[src/rtl/instruction_fetch.sv]
// Instruction fetch stage: issues one instruction-memory read at a time,
// places returned words into the IF/ID register, and absorbs one word in
// a skid buffer when decode is stalled. Redirects flush IF/ID and the skid
// buffer; a response already in flight when a redirect arrives is dropped.
//
// Ports
//   i_clk, i_rst_n   clock, asynchronous active-low reset
//   o_IMemReq        read request (asserted only in REQ)
//   o_IMemAddr       read address (current fetch PC)
//   i_IMemReady      memory accepts the request this cycle
//   i_IMemRvalid     i_IMemRdata valid this cycle
//   i_IMemRdata      returned instruction word
//   i_Stall          decode cannot accept the held instruction
//   i_Redirect       flush and restart fetch at i_RedirectPC
//   i_RedirectPC     redirect target (low two bits ignored)
//   o_Valid          IF/ID holds a real instruction
//   o_Instr          IF/ID instruction word
//   o_OP             opcode field of o_Instr (combinational)
//   o_PC, o_PCPlus4  IF/ID instruction address and address + 4
module instruction_fetch #(
  parameter logic [31:0] RESET_PC = 32'h0000_0000
) (
  input  logic        i_clk,
  input  logic        i_rst_n,
  output logic        o_IMemReq,
  output logic [31:0] o_IMemAddr,
  input  logic        i_IMemReady,
  input  logic        i_IMemRvalid,
  input  logic [31:0] i_IMemRdata,
  input  logic        i_Stall,
  input  logic        i_Redirect,
  input  logic [31:0] i_RedirectPC,
  output logic        o_Valid,
  output logic [31:0] o_Instr,
  output logic [5:0]  o_OP,
  output logic [31:0] o_PC,
  output logic [31:0] o_PCPlus4
);

  localparam int unsigned XLEN = 32;
  localparam int unsigned OP_W = 6;

  typedef enum logic [1:0] {IDLE, REQ, WAIT, HOLD} fetchState_t;

  fetchState_t       stateQ, stateD;
  logic [XLEN-1:0]   pcQ, pcD;
  logic              dropQ, dropD;
  logic [XLEN-1:0]   skidInstrQ, skidInstrD;
  logic [XLEN-1:0]   skidPcQ, skidPcD;
  logic              reqQ, reqD;
  logic              validQ, validD;
  logic [XLEN-1:0]   instrQ, instrD;
  logic [XLEN-1:0]   pcOutQ, pcOutD;
  logic [XLEN-1:0]   pcPlus4Q, pcPlus4D;

  logic [XLEN-1:0]   pcPlus4;
  logic [XLEN-1:0]   redirectPc;
  logic              rspTaken;
  logic              ifidFree;
  logic              loadMem;
  logic              loadSkid;

  // Shared event decode used by both combinational processes
  assign pcPlus4    = pcQ + XLEN'(4);
  assign redirectPc = i_RedirectPC & ~XLEN'(3);
  assign rspTaken   = (stateQ == WAIT) && i_IMemRvalid && !dropQ && !i_Redirect;
  assign ifidFree   = !validQ || !i_Stall;
  assign loadMem    = rspTaken && ifidFree;
  assign loadSkid   = !i_Redirect && (stateQ == HOLD) && !i_Stall;

  // State and datapath registers
  always_ff @(posedge i_clk or negedge i_rst_n) begin
    if (!i_rst_n) begin
      stateQ     <= IDLE;
      pcQ        <= RESET_PC;
      dropQ      <= 1'b0;
      skidInstrQ <= '0;
      skidPcQ    <= '0;
      reqQ       <= 1'b0;
      validQ     <= 1'b0;
      instrQ     <= '0;
      pcOutQ     <= '0;
      pcPlus4Q   <= '0;
    end else begin
      stateQ     <= stateD;
      pcQ        <= pcD;
      dropQ      <= dropD;
      skidInstrQ <= skidInstrD;
      skidPcQ    <= skidPcD;
      reqQ       <= reqD;
      validQ     <= validD;
      instrQ     <= instrD;
      pcOutQ     <= pcOutD;
      pcPlus4Q   <= pcPlus4D;
    end
  end

  // Next state, fetch PC, drop flag and skid buffer
  always_comb begin
    stateD     = stateQ;
    pcD        = pcQ;
    dropD      = dropQ;
    skidInstrD = skidInstrQ;
    skidPcD    = skidPcQ;
    if (i_Redirect) begin
      pcD        = redirectPc;
      skidInstrD = '0;
      skidPcD    = '0;
      unique case (stateQ)
        REQ: begin
          // Request accepted in the same cycle: its response must be dropped
          if (i_IMemReady) begin
            stateD = WAIT;
            dropD  = 1'b1;
          end else begin
            stateD = REQ;
          end
        end
        WAIT: begin
          if (i_IMemRvalid) begin
            stateD = REQ;
            dropD  = 1'b0;
          end else begin
            stateD = WAIT;
            dropD  = 1'b1;
          end
        end
        default: stateD = REQ;
      endcase
    end else begin
      unique case (stateQ)
        IDLE: stateD = REQ;
        REQ: begin
          if (i_IMemReady) stateD = WAIT;
        end
        WAIT: begin
          if (i_IMemRvalid) begin
            stateD = REQ;
            if (dropQ) begin
              dropD = 1'b0;
            end else begin
              pcD = pcPlus4;
              if (!ifidFree) begin
                skidInstrD = i_IMemRdata;
                skidPcD    = pcQ;
                stateD     = HOLD;
              end
            end
          end
        end
        HOLD: begin
          if (!i_Stall) stateD = REQ;
        end
        default: stateD = IDLE;
      endcase
    end
  end

  // Registered outputs: request strobe and IF/ID register
  always_comb begin
    reqD     = (stateD == REQ);
    validD   = validQ;
    instrD   = instrQ;
    pcOutD   = pcOutQ;
    pcPlus4D = pcPlus4Q;
    if (i_Redirect) begin
      validD = 1'b0;
      instrD = '0;
    end else if (loadMem) begin
      validD   = 1'b1;
      instrD   = i_IMemRdata;
      pcOutD   = pcQ;
      pcPlus4D = pcPlus4;
    end else if (loadSkid) begin
      // In HOLD the fetch PC has already advanced past the skid word
      validD   = 1'b1;
      instrD   = skidInstrQ;
      pcOutD   = skidPcQ;
      pcPlus4D = pcQ;
    end else if (validQ && !i_Stall) begin
      validD = 1'b0;
      instrD = '0;
    end
  end

  assign o_IMemReq  = reqQ;
  assign o_IMemAddr = pcQ;
  assign o_Valid    = validQ;
  assign o_Instr    = instrQ;
  assign o_OP       = instrQ[XLEN-1 -: OP_W];
  assign o_PC       = pcOutQ;
  assign o_PCPlus4  = pcPlus4Q;

endmodule

[config.mk]
export PLATFORM = sky130hd
export DESIGN_NAME = instruction_fetch
export DESIGN_NICKNAME = d
export VERILOG_FILES = /design/src/rtl/instruction_fetch.sv
export SDC_FILE = /design/constraint.sdc
export NUM_CORES = 1
export LEC_CHECK = 0
export CORE_MARGIN = 2
export CORE_UTILIZATION = 55
export CTS_CLUSTER_SIZE = 10
export DETAILED_ROUTE_END_ITERATION = 6
export PLACE_DENSITY = 0.86
export SETUP_SLACK_MARGIN = 0.2
export SYNTH_ARGS = -nofsm -noshare
export SYNTH_HDL_FRONTEND = slang
export SYNTH_SLANG_ARGS = --single-unit
[constraint.sdc]
create_clock -name i_clk -period 5.18 [get_ports i_clk]
set_clock_uncertainty 0.15 [all_clocks]
set_input_delay 1.554 -clock i_clk [delete_from_list [all_inputs] [get_ports i_clk]]
set_output_delay 1.554 -clock i_clk [all_outputs]
set_load 0.01 [all_outputs]
==> results of run 1 <==
## routing by layer
layer	routed length (um)	vias up	GRT usage
met5	0	-	0
met4	822	0	0.129
met3	2130	69	0.0713
met2	12500	436	0.463
met1	10800	4105	0.407
li1	-	3737	-
## cell type report
cell class	instances	area, um2	area share
clock buffers	21	460	0.0391
clock inverters	11	154	0.0131
inverters	8	30.0	0.00255
multi-input cells	703	3950	0.335
flip-flops and latches	191	4780	0.406
well taps	220	275	0.0234
repair buffers	215	2130	0.181
## layout by cell type, fill, tap and decap left out, types with 3 or more instances in the layout
| cell type | count |
|---|---|
| nand2_1 | 240 |
| clkdlybuf4s50_1 | 197 |
| dfrtp_1 | 191 |
| a21oi_1 | 87 |
| nor2_1 | 53 |
| and3_1 | 39 |
| o21ai_0 | 38 |
| a221o_1 | 33 |
| a31oi_1 | 27 |
| nand3_1 | 21 |
| nand4_1 | 19 |
| clkbuf_16 | 17 |
| xnor2_1 | 16 |
| buf_4 | 16 |
| xor2_1 | 13 |
| mux2i_1 | 9 |
| inv_1 | 8 |
| o211ai_1 | 8 |
| nor3_1 | 8 |
| o21ai_1 | 7 |
| ha_1 | 6 |
| o221a_2 | 5 |
| and2_1 | 5 |
| nor4_2 | 5 |
| o22ai_1 | 5 |
| a21o_1 | 4 |
| nor4_1 | 4 |
| conb_1 | 4 |
| o32ai_1 | 3 |
| nor2_4 | 3 |
| or3_1 | 3 |
| a211oi_1 | 3 |
| bufinv_16 | 3 |
| clkbuf_8 | 3 |
| clkinv_4 | 3 |
## worst paths after layout
check | start | end
max | i_IMemRvalid | skidInstrQ[28]
min | o_PCPlus4[29] | o_PCPlus4[29]
max reg2reg | stateQ[0] | skidInstrQ[28]
min reg2reg | o_PCPlus4[29] | o_PCPlus4[29]
max in group asynchronous | i_rst_n | o_PC[18]
min in group asynchronous | i_rst_n | skidInstrQ[18]
## sequential cells by signal (all words and copies together) (netlist names)
| name | flops |
|---|---|
| o_Valid | 1 |
| skidInstrQ | 32 |
| o_PCPlus4 | 30 |
| stateQ | 2 |
| o_IMemAddr | 30 |
| o_IMemReq | 1 |
| o_PC | 31 |
| dropQ | 1 |
| skidPcQ | 31 |
| o_Instr | 32 |
## stage by stage
| step | hold slack [ns] | power (mW) | area [um2] | util |
|---|---|---|---|---|
| 2_1_floorplan | 0.327 | 2.48 | 9160 | - |
| 3_3_place_gp | 0.319 | 3.19 | 11200 | 0.680 |
| 3_5_place_dp | 0.330 | 3.22 | 11200 | 0.680 |
| 4_1_cts | 0.344 | 4.59 | 11800 | 0.718 |
| 5_1_grt | 0.370 | 4.77 | 11800 | 0.718 |
| 6_report | 0.343 | 4.58 | 11800 | 0.718 |
## synthesized netlist by cell type (6+ instances only)
| cell | instances | share of area |
|---|---|---|
| nor3_1 | 8 | 0.0044 |
| and3_1 | 39 | 0.027 |
| nand4_1 | 19 | 0.013 |
| clkbuf_1 | 68 | 0.028 |
| buf_4 | 14 | 0.011 |
| o21ai_0 | 38 | 0.021 |
| inv_1 | 8 | 0.0033 |
| dfrtp_1 | 191 | 0.52 |
| mux2i_1 | 9 | 0.0098 |
| xor2_1 | 13 | 0.012 |
| buf_2 | 7 | 0.0038 |
| a221o_1 | 33 | 0.036 |
| o21ai_1 | 8 | 0.0044 |
| o211ai_1 | 8 | 0.0066 |
| nor2_1 | 56 | 0.023 |
| xnor2_1 | 16 | 0.015 |
| nand2_1 | 241 | 0.099 |
| a31oi_1 | 27 | 0.018 |
| nand3_1 | 22 | 0.012 |
| a21oi_1 | 87 | 0.048 |
| ha_1 | 6 | 0.0082 |
## cells by family after synthesis
| logic type | count (synthesis) | synth area share |
|---|---|---|
| AOI/OAI and AO/OA | 235 | 0.167 |
| adders and majority gates | 6 | 0.00821 |
| xor gates and xnor gates | 29 | 0.0278 |
| buffers and inverters | 104 | 0.0510 |
| DFF | 191 | 0.523 |
| muxes | 11 | 0.0123 |
| other | 1 | 0.000410 |
| and+or+nand+nor | 418 | 0.211 |
## worst max-delay path, cell delays in order
cell and delay (ns):
clkdlybuf4s50_1 0.56, and3b_1 0.68, nand3_2 0.63, buf_4 0.51
nand2_1 0.15, a21oi_1 0.07
## power by group through the flow
stage | clock network (mW) | logic (mW) | registers [mW]
3_3_place_gp | 0 | 1.20 | 1.99
5_1_grt | 1.44 | 1.33 | 2.00
4_1_cts | 1.38 | 1.24 | 1.97
2_1_floorplan | 0 | 0.460 | 2.03
6_report | 1.37 | 1.24 | 1.98
3_5_place_dp | 0 | 1.23 | 1.99
==> impl_metrics.env, run 1 <==
export IMPL_cp_arrival_ns=4.18
export IMPL_grt_pass1_vias=8045
export IMPL_cts_max_path_buffers=2
export IMPL_synth_ff_type="dfrtp_1"
export IMPL_dp_slack_ns=0.769
export IMPL_async_flop_share=1.00
export IMPL_grt_overflow_total=0
export IMPL_fmax_ghz=0.247
export IMPL_first_pass_iters=5
export IMPL_power_internal_mw=3.21
export IMPL_crit_path_end_kind="flip-flop"
export IMPL_wire_per_inst_um=19.1
export IMPL_finalMaxSlewViolations=0
export IMPL_maxSlewHeadroom=0.329
export IMPL_n_antenna_cell=0
export IMPL_crit_fanout=43
export IMPL_die_area_mm2=0.0177
export IMPL_syn_inst=995
export IMPL_n_fill_cell=1181
export IMPL_clkSinkCount=191
export IMPL_postRouteAntennaNets=0
export IMPL_regToRegSetupSlack_ns=2.01
export IMPL_die_h_um=133
export IMPL_cts_resized=0
export IMPL_holdPathStages=2
export IMPL_fin_crit_sh=0.781
export IMPL_clk_latency_ns=0.43
export IMPL_drive_above_1_share=0.0670
export IMPL_grt_start_max_net_pins=87
export IMPL_num_rows=47
export IMPL_ff2ff_path_depth=7
export IMPL_ctsRootBufferMaster="clkbuf_16"
export IMPL_leakagePower_nw=4.93
export IMPL_instances_no_fill=1369
export IMPL_grt_util_all_layers=0.300
export IMPL_place_port_buffers=199
export IMPL_dieWidth_um=133
export IMPL_io_pins=206
export IMPL_synth_edf_count=0
export IMPL_drt_total_wl_um=26200
export IMPL_viasPerCell=6.10
export IMPL_drtIter0Drc=896
export IMPL_num_vias=8347
export IMPL_cp_start_kind="input pin"
export IMPL_seqPwrFrac=0.431
export IMPL_hpwlAfterDp_um=16900
export IMPL_dp_cells=1337
export IMPL_worst_slack_ns=1.13
export IMPL_swShare=0.299
export IMPL_ys_warn_count=0
export IMPL_ys_seq_elements=191
export IMPL_numCtsBuffers=17
export IMPL_finalSetupTns_ns=0
export IMPL_worstMarginPinSlew_ns=1.00
export IMPL_drc=0
export IMPL_area_growth_syn_to_layout_pct=28.7
export IMPL_critPathRequiredTime_ns=5.31
export IMPL_layout_nets=1212
export IMPL_grt_pass1_wl_um=42200
export IMPL_netlist_area_mm2=0.00915
export IMPL_cts_setup_buffers=0
export IMPL_postSynthAreaPerCell_um2=9.19
export IMPL_synth_seq_area_share=0.523
export IMPL_start_util=0.557
export IMPL_antenna_found_initial=0
export IMPL_hold_class="reg2reg"
export IMPL_p_per_area_mw_per_mm2=389
export IMPL_htreeDepth=4
export IMPL_ctsHoldBuffers=0
export IMPL_vdd_drop_max_mv=0.286
export IMPL_clk_pin_slew_ns=0.07
export IMPL_status="finished, final reports clean"
export IMPL_power_net_switching_mw=1.37
export IMPL_core_area_mm2=0.0164
export IMPL_worstSetupPathType="in2reg"
export IMPL_fin_crit_ns=4.05
export IMPL_cts_tree="built"
export IMPL_final_hold_violation_count=0
export IMPL_maxCapViolCount=0
export IMPL_synth_cell_type_count=58
export IMPL_rsz0062_at_grt="false"
export IMPL_clkPwrFrac=0.299
export IMPL_finalSetupViolCount=0
export IMPL_comb_power_share=0.270
export IMPL_gp_congestion=0.863
Power figures use the tool's default switching activity.
==> run 2: changes to the inputs <==
--- a/config.mk
+++ b/config.mk
@@ -6,10 +6,10 @@
 export NUM_CORES = 1
 export LEC_CHECK = 0
 export CORE_MARGIN = 2
-export CORE_UTILIZATION = 55
+export CORE_UTILIZATION = 46
 export CTS_CLUSTER_SIZE = 10
 export DETAILED_ROUTE_END_ITERATION = 6
-export PLACE_DENSITY = 0.86
+export PLACE_DENSITY = 0.77
 export SETUP_SLACK_MARGIN = 0.2
 export SYNTH_ARGS = -nofsm -noshare
 export SYNTH_HDL_FRONTEND = slang
==> constraint.sdc (replaced) <==
create_clock -name i_clk -period 3.69 [get_ports i_clk]
set_clock_uncertainty 0.15 [all_clocks]
set_input_delay 1.107 -clock i_clk [delete_from_list [all_inputs] [get_ports i_clk]]
set_output_delay 1.107 -clock i_clk [all_outputs]
set_load 0.01 [all_outputs]
==> impl_metrics.env, run 2 (synthesis gave the netlist of run 1 again) <==
export IMPL_ctsHoldBuffers=0
export IMPL_reg2reg_to="o_IMemAddr[14]"
export IMPL_drt_total_wl_um=26800
export IMPL_core_area_mm2=0.0195
export IMPL_ctsRootBufferMaster="clkbuf_16"
export IMPL_area_growth_syn_to_layout_pct=31.0
export IMPL_viasPerCell=5.79
export IMPL_instances_no_fill=1429
export IMPL_grt_pass1_wl_um=43100
export IMPL_critPathRequiredTime_ns=3.89
export IMPL_drtIter0Drc=831
export IMPL_worstSetupPathType="in2reg"
export IMPL_cts_setup_buffers=0
export IMPL_fin_crit_sh=0.809
export IMPL_fmax_ghz=0.335
export IMPL_cp_start_kind="input pin"
export IMPL_dieWidth_um=145
export IMPL_cts_resized=0
export IMPL_worstMarginPinSlew_ns=1.11
export IMPL_place_port_buffers=199
export IMPL_r2r_start="o_IMemAddr[2]"
export IMPL_antenna_found_initial=0
export IMPL_leakagePower_nw=5.02
export IMPL_layout_nets=1228
export IMPL_endpoint="o_PCPlus4[8]"
export IMPL_p_per_area_mw_per_mm2=529
export IMPL_gp_congestion=0.848
export IMPL_drive_above_1_share=0.0799
export IMPL_grt_start_max_net_pins=73
export IMPL_maxCapViolCount=0
export IMPL_clk_pin_slew_ns=0.07
export IMPL_grt_util_all_layers=0.254
export IMPL_maxSlewHeadroom=0.263
export IMPL_drc=0
export IMPL_cp_arrival_ns=3.19
export IMPL_grt_pass1_vias=8092
export IMPL_finalSetupViolCount=0
export IMPL_die_area_mm2=0.0210
export IMPL_hpwlAfterDp_um=17900
export IMPL_num_vias=8279
export IMPL_whs_ns=0.339
export IMPL_crit_path_end_kind="flip-flop"
export IMPL_io_pins=206
export IMPL_numCtsBuffers=17
export IMPL_n_antenna_cell=0
export IMPL_rsz0062_at_grt="false"
export IMPL_final_common_cell="nand2_1"
export IMPL_dp_slack_ns=0.250
export IMPL_clk_latency_ns=0.43
export IMPL_first_pass_iters=5
export IMPL_hold_class="reg2reg"
export IMPL_cts_max_path_buffers=2
export IMPL_dp_cells=1398
export IMPL_fin_crit_ns=2.98
export IMPL_start_util=0.470
export IMPL_vdd_drop_max_mv=0.341
export IMPL_htreeDepth=4
export IMPL_postRouteAntennaNets=0
export IMPL_status="finished, final reports clean"
export IMPL_wire_per_inst_um=18.8
export IMPL_final_hold_violation_count=0
export IMPL_cts_tree="built"
export IMPL_worst_slack_ns=0.706
export IMPL_die_h_um=145
export IMPL_finalSetupTns_ns=0
export IMPL_crit_start="i_IMemRvalid"
export IMPL_ff2ff_path_depth=6
export IMPL_finalMaxSlewViolations=0
export IMPL_regToRegSetupSlack_ns=1.07
export IMPL_grt_overflow_total=0
export IMPL_crit_fanout=23
export IMPL_final_cell_mix="nand2_1, clkdlybuf4s50_1, dfrtp_1"
export IMPL_num_rows=51
export IMPL_clkSinkCount=191
run 2: routing by layer:
layer / share of wire / up-vias / track usage
li1: - / 3786 / -
met3: 0.076 / 48 / 0.0497
met2: 0.48 / 378 / 0.407
met4: 0.023 / 0 / 0.0916
met5: 0 / - / 0
met1: 0.42 / 4067 / 0.346
run 2: how the worst min path moves through the flow:
stage / startpoint / end / slack (ns) / cells past startpoint
2_1_floorplan: skidPcQ[1] / skidPcQ[1] / 0.33 / 1
3_3_place_gp: o_PCPlus4[29] / o_PCPlus4[29] / 0.33 / 2
3_5_place_dp: o_PCPlus4[29] / o_PCPlus4[29] / 0.32 / 2
4_1_cts: o_PCPlus4[29] / o_PCPlus4[29] / 0.34 / 2
5_1_grt: o_PCPlus4[29] / o_PCPlus4[29] / 0.38 / 2
6_report: o_PCPlus4[29] / o_PCPlus4[29] / 0.34 / 2
run 2: critical path, stage by stage:
cell and delay, ns:
clkdlybuf4s50_1 0.57, nand3b_1 0.15, o21ai_2 0.88, buf_4 0.27, o21ai_0 0.08, a21oi_1 0.12
run 2: layout make-up:
| cell class | count | area [um2] |
|---|---|---|
| Inverter | 8 | 30.0 |
| Fill cell | 1596 | 7480 |
| Clock buffer | 18 | 429 |
| Multi-Input combinational cell | 703 | 3950 |
| Sequential cell | 191 | 4780 |
| Clock inverter | 13 | 138 |
| Tap cell | 265 | 332 |
| Timing Repair Buffer | 231 | 2320 |
run 2: stage by stage:
step	area [um2]	util	power, mW
finish	12000	0.615	6.34
global route	12000	0.615	6.62
CTS	12000	0.615	6.37
detailed placement	11400	0.586	4.57
global placement	11400	0.586	4.52
floorplan	9160	-	3.49
run 2: power breakdown:
group / internal [mW] / switching (mW) / leakage [nW]
registers: 2.45 / 0.328 / 2.53
clock network: 0.997 / 0.809 / 0.273
logic: 0.971 / 0.787 / 2.22
